File: src/rtl/flp_tree_sequencer.sv
// flp_tree_sequencer: packs a serial operand stream onto the adder-tree bus and captures its result after a fixed latency
module flp_tree_sequencer #(
  parameter int NUM_INPUTS   = 10,
  parameter int EXP_WIDTH    = 9,
  parameter int MANT_WIDTH   = 8,
  parameter int TREE_LATENCY = 4
) (
  input  logic                             clk,
  input  logic                             rst_n,
  input  logic                             flush,
  input  logic                             in_valid,
  output logic                             in_ready,
  input  logic [MANT_WIDTH-1:0]            in_data,
  output logic [NUM_INPUTS*MANT_WIDTH-1:0] tree_bus,
  input  logic [EXP_WIDTH-1:0]             tree_exp,
  input  logic [MANT_WIDTH-1:0]            tree_mant,
  output logic                             out_valid,
  input  logic                             out_ready,
  output logic [EXP_WIDTH-1:0]             out_exp,
  output logic [MANT_WIDTH-1:0]            out_mant,
  output logic                             busy
);
  localparam int IW = $clog2(NUM_INPUTS);
  localparam int WW = $clog2(TREE_LATENCY) + 1;

  typedef enum logic [1:0] {COLLECT, WAIT, HOLD} state_t;

  state_t        state, state_nxt;
  logic [IW-1:0] idx;
  logic [WW-1:0] wait_cnt;
  logic          accept, last_slot, wait_done;

  assign in_ready  = state == COLLECT;
  assign busy      = state != COLLECT;
  assign out_valid = state == HOLD;
  assign accept    = in_valid && in_ready && !flush;
  assign last_slot = idx == IW'(NUM_INPUTS - 1);
  assign wait_done = wait_cnt == WW'(TREE_LATENCY - 1);

  // State register
  always_ff @(posedge clk or negedge rst_n)
    if (!rst_n) state <= COLLECT;
    else state <= state_nxt;

  // Next state: flush wins, then the per-state handshake/timeout
  always_comb begin
    state_nxt = state;
    if (flush) state_nxt = COLLECT;
    else if (accept && last_slot) state_nxt = WAIT;
    else if (state == WAIT && wait_done) state_nxt = HOLD;
    else if (state == HOLD && out_ready) state_nxt = COLLECT;
  end

  // Slot writes, latency counter and result capture; flush leaves bus and result untouched
  always_ff @(posedge clk or negedge rst_n)
    if (!rst_n) begin
      idx      <= '0;
      wait_cnt <= '0;
      tree_bus <= '0;
      out_exp  <= '0;
      out_mant <= '0;
    end else if (flush) begin
      idx      <= '0;
      wait_cnt <= '0;
    end else if (accept) begin
      tree_bus[idx*MANT_WIDTH +: MANT_WIDTH] <= in_data;
      idx      <= last_slot ? '0 : idx + 1'b1;
      wait_cnt <= '0;
    end else if (state == WAIT) begin
      wait_cnt <= wait_done ? wait_cnt : wait_cnt + 1'b1;
      if (wait_done) begin
        out_exp  <= tree_exp;
        out_mant <= tree_mant;
      end
    end
endmodule

File: config.mk
export PLATFORM = sky130hd
export DESIGN_NAME = flp_tree_sequencer
export DESIGN_NICKNAME = d
export VERILOG_FILES = /design/src/rtl/flp_tree_sequencer.sv
export SDC_FILE = /design/constraint.sdc
export NUM_CORES = 1
export LEC_CHECK = 0
export BUFFER_PORTS_ARGS = -buffer_cell sky130_fd_sc_hd__buf_2
export CAP_MARGIN = 20
export CORE_UTILIZATION = 47
export DETAILED_ROUTE_END_ITERATION = 6
export PLACE_DENSITY = 0.76
export SLEW_MARGIN = 20
export SYNTH_ARGS = -nofsm -noshare
export SYNTH_HDL_FRONTEND = slang
export SYNTH_SLANG_ARGS = --single-unit
File: constraint.sdc
create_clock -name clk -period 2.1 [get_ports clk]
set_input_delay 0.42 -clock clk [delete_from_list [all_inputs] [get_ports clk]]
set_output_delay 0.42 -clock clk [all_outputs]
set_load 0.005 [all_outputs]
==> After elaboration in Yosys (flattened, before gate mapping) <==
Index checks and enable logic that the tools add are counted.
{ "op_classes": {"mux": 12, "bitwise": 2, "n_eq_ne": 5, "reduce_logical": 14, "add_sub_neg": 3, "n_shift": 2} }
{ "ops": {"columns": ["operator", "n"], "rows": [
  ["$bwmux W80", 1],
  ["$shift A8 B34 Y80 const A", 1],
  ["$shiftx A8 B34 Y80", 1],
  ["$neg A7 Y34", 1],
  ["$mux W3", 4],
  ["$mux W4", 3],
  ["$mux W2", 4],
  ["$logic_and A1 B1 Y1", 5],
  ["$add A4 B1 Y4 const B", 1],
  ["$eq A4 B4 Y1 const B", 1],
  ["$reduce_and A2 Y1", 2],
  ["$reduce_and A4 Y1", 1],
  ["$reduce_bool A2 Y1", 2],
  ["$reduce_bool A4 Y1", 1],
  ["$add A3 B1 Y3 const B", 1],
  ["$eq A3 B2 Y1 const B", 1],
  ["$ne A3 B3 Y1 const B", 1],
  ["$reduce_bool A3 Y1", 1],
  ["$eq A2 B1 Y1 const B", 1],
  ["$eq A2 B2 Y1 const B", 1],
  ["$logic_not A2 Y1", 1],
  ["$not A1 Y1", 2],
  ["$logic_not A1 Y1", 1]
]} }
{ "totals": {"input_bits": 30, "ff_bits": 106} }

==> Logic depth before layout (Yosys ltp) <==
{ "logic_depth": {"ltp_word": 6, "depth_mapped": 8} }

==> Worst setup path after synthesis <==
OpenSTA, ideal clock, no wires.
{ "synth_timing": {"kind": "register to register", "start": "register idx[2]", "end": "register tree_bus[16]", "path_buffers": 1, "slack_ns": -0.224, "path_stages_with_launch": 8, "period_less_slack_ns": 2.324, "t_arrival_ns": 2.200, "cell_sequence": "dfrtp_1 clkbuf_1 nor3_1 ha_1 inv_1 o41ai_1 nand4_1 mux2_2"} }
{ "synth_via": {"elab_chain_cells": 3} }
{ "synth_lines": {"columns": ["item", "line", "text"], "rows": [
  ["from (decl)", "29", "logic [IW-1:0] idx;"],
  ["from (signal assigned)", "67", "idx <= last_slot ? '0 : idx + 1'b1;"],
  ["$neg A7 Y34 (*)", "66", "tree_bus[idx*MANT_WIDTH +: MANT_WIDTH] <= in_data;"],
  ["$shiftx A8 B34 Y80 or $shift A8 B34 Y80 (tied branches)", "66", null],
  ["$bwmux W80 (*)", "66", null],
  ["to (signal, indexed assignment)", "66", null],
  ["to (decl)", "14", "output logic [NUM_INPUTS*MANT_WIDTH-1:0] tree_bus,"]
]} }
Mark *: on every way between the ends. The rest lies on a longest branch, timed or not.
A chain may end at the register's enable or synchronous reset.

==> Final worst setup path <==
{ "layout_timing": {"start": "register state[0]", "end": "register tree_bus[9]"} }
{ "layout_via": {"elab_chain_cells": 4} }
{ "layout_lines": {"columns": ["item", "line", "text"], "rows": [
  ["from (decl)", "28", "state_t state, state_nxt;"],
  ["from (signal assigned)", "43", "else state <= state_nxt;"],
  ["$logic_not A2 Y1", "33", "assign in_ready = state == COLLECT;"],
  ["$logic_and A1 B1 Y1 (2 in a row)", "36", "assign accept = in_valid && in_ready && !flush;"],
  ["$reduce_and A2 Y1 (no source line)", null, null]
]} }
No other way between the ends.

==> flow_metrics.py <==
metrics = {
    "clock_tree": {
        "clock_path_buffers": 2,
        "cts-root-buf": "clkbuf_8",
        "cts.sinks": 106,
        "clock_latency_ps": 370,
        "cts-htree-levels": 3,
        "cts_buffers": 9,
        "cts_tree": "yes",
        "path_clk_slew_ps": 110,
    },
    "global_routing": {
        "grt_max_degree": 44,
        "first_global_vias": 3393,
        "grt_overflow": 0,
        "track_usage": 0.215,
        "antenna_found_initial": 0,
        "grt_pass1_wl_mm": 16.7,
    },
    "die": {
        "initial_core_util": 0.489,
        "die_x_um": 100,
        "die-area_mm2": 0.0100,
        "io-pin-count": 130,
        "coreArea_mm2": 0.00928,
        "num_rows": 35,
        "die_h_um": 100,
    },
    "synth": {
        "ys_seq_area_frac": 0.585,
        "synth_edf_count": 0,
        "synthArstFlopShare": 1.00,
        "ys.flop_type": "dfrtp_1",
        "yosys_warnings": 0,
        "synth_fa_ha_area_frac": 0.0166,
        "synth_simple_gate_area_frac": 0.111,
        "synth_compound_area_frac": 0.0303,
        "syn_avg_cell_area_um2": 13.4,
        "synth.area.mux_share": 0.233,
        "synth_xor_area_frac": 0.00386,
        "synth_nets": 375,
        "synth.distinct_cells": 36,
        "synth_seq_cells": 106,
        "netlist_instances": 339,
        "synth_top_family_by_area": "multiplexers",
        "syn_area_mm2": 0.00454,
    },
    "sta": {
        "fmax_ghz": 0.472,
        "relSlewSlack": 0.512,
        "period_share": 1.01,
        "layout_min_cycle_time_ps": 2120,
        "setup_slack_ps": -20.5,
        "drv_slew": 0,
        "worst_pin_slew_ps": 732,
        "hold_viol_final": 0,
        "rsz0062_at_grt": "yes",
        "setup_violations": 10,
        "finalClockSkew_ps": 13.9,
    },
    "final_layout": {
        "layout.nets": 541,
        "layout.cells.most_common": "buf_2",
        "num_antenna_cells": 0,
        "syn2layout_area_growth_pct": 31.3,
        "multi_input_comb_area_mm2": 0.00195,
        "layout.cells.non_filler": 639,
        "fill_cells": 719,
        "final_cell_mix": "buf_2, dfrtp_1, mux2_2",
        "seqCellArea_mm2": 0.00265,
        "layout-drive-gt1-share": 0.580,
    },
    "setup_path": {
        "required_ps": 2360,
        "end_kind": "flip-flop",
        "path_max_fanout": 5,
        "start_kind": "flip-flop",
        "crit_type": "flip-flop to flip-flop",
        "crit_start": "state[0]",
        "r2r-start": "state[0]",
        "worstPathArrival_ps": 2380,
    },
    "power_and_ir_drop": {
        "ir_worst_vdd_mv": 0.383,
        "power_density_mw_per_mm2": 655,
        "p_leak_nw": 3.34,
        "p_total_mw": 3.90,
    },
    "route": {
        "firstDrtPassIters": 4,
        "via_per_inst": 5.21,
        "wl_per_cell_um": 16.6,
        "drt_wl_total_mm": 10.6,
        "drtAntennaViolNets": 0,
        "drt_iter0_drc": 126,
        "drc": 0,
        "vias": 3328,
    },
    "hold_path": {
        "hold_path_class": "input port to flip-flop",
        "worst_hold_startpoint": "tree_exp[4]",
    },
    "job": {
        "maxCapViolCount": 0,
    },
    "placement": {
        "dpl.hpwl_mm": 7.62,
        "post-place-ws_ps": -294,
        "gp_congestion": 0.803,
        "dp_cells": 618,
        "io_buffer_count": 129,
    },
    "status": {
        "violations": "setup timing",
        "status": "complete, but fails checks",
    },
}
==> power breakdown <==
group          total [mW]  switching [mW]  leakage [nW]  internal (mW)
clock network        1.18           0.722        0.0942          0.460
registers            2.19          0.0584          1.46           2.13
logic               0.528           0.273          1.79          0.255
total                3.90            1.05          3.34           2.85
==> what timing repair did <==
item | CTS | global route
gates resized for setup | 2 | 31
hold buffers | 1 | 0
setup endpoints to repair | 24 | 76
endpoints found under the hold margin | 26 | 0
pin swaps | 0 | 4
setup buffers | 0 | 4
==> stage by stage <==
stage | cell area (um^2) | utilization | hold slack (ps) | TNS [ps]
after detailed placement | 5610 | 0.604 | 377 | -10160
final | 5960 | 0.642 | 272 | -128
after global routing | 5960 | 0.642 | 270 | -2750
after floorplan | 4600 | - | 124 | -2600
after global placement | 5610 | 0.604 | 369 | -7840
after CTS | 5810 | 0.626 | 267 | -494
==> cell type report <==
| cell class | instances | share of cell area |
|---|---|---|
| Clock buffer | 10 | 0.0214 |
| Sequential cell | 106 | 0.446 |
| Multi-Input combinational cell | 212 | 0.327 |
| Timing Repair Buffer | 169 | 0.165 |
| Tap cell | 129 | 0.0271 |
| Inverter | 7 | 0.00483 |
| Clock inverter | 6 | 0.00924 |
==> worst paths after layout <==
path	cells after the start	slack, ps	end
setup / recovery	6	-20	tree_bus[9]
max in group asynchronous	3	980	wait_cnt[1]
hold reg to reg	1	510	tree_bus[64]
setup reg to reg	6	-20	tree_bus[9]
min in group asynchronous	2	510	tree_bus[22]
hold / removal	2	270	out_exp[4]
==> synthesized netlist by cell type, drive strengths merged, types with 3 or more instances <==
master  instances  area (um^2)
dfrtp         106         2650
mux2           92         1050
and2           20          125
and3           19          119
o21ai          16         80.1
nand2          14         52.6
clkbuf          9         33.8
inv             7         26.3
nor2            7         26.3
ha              6         75.1
buf             5         31.3
nand2b          4         25.0
a21oi           3         15.0
nand4           3         18.8
nor3            3         15.0
nor3b           3         22.5
==> sequential cells by signal (all words and copies together) (netlist names) <==
| register | count |
|---|---|
| state | 2 |
| tree_bus | 80 |
| idx | 4 |
| out_mant | 8 |
| out_exp | 9 |
| wait_cnt | 3 |
==> logic make-up after synthesis <==
group,Yosys count
and+or+nand+nor,87
adders and majority gates,6
buffers and inverters,21
muxes,93
DFF,106
AOI/OAI and AO/OA,24
xor gates and xnor gates,2
==> worst max-delay path: stages, from the launching register on <==
cell and delay (ps):
dfrtp_1 400, or4b_4 560, nor4_4 250, buf_4 160, and3_4 200, buf_6 140, mux2_4 300
==> per-layer routing <==
layer  global-route usage  vias to the layer above  wire length, um
met3               0.0522                       14              708
met5                    0                        -                0
li1                     -                     1532                -
met2                0.351                      117             5170
met1                0.285                     1665             4570
met4               0.0647                        0              140
No activity file was read; power rests on OpenSTA's default activity.
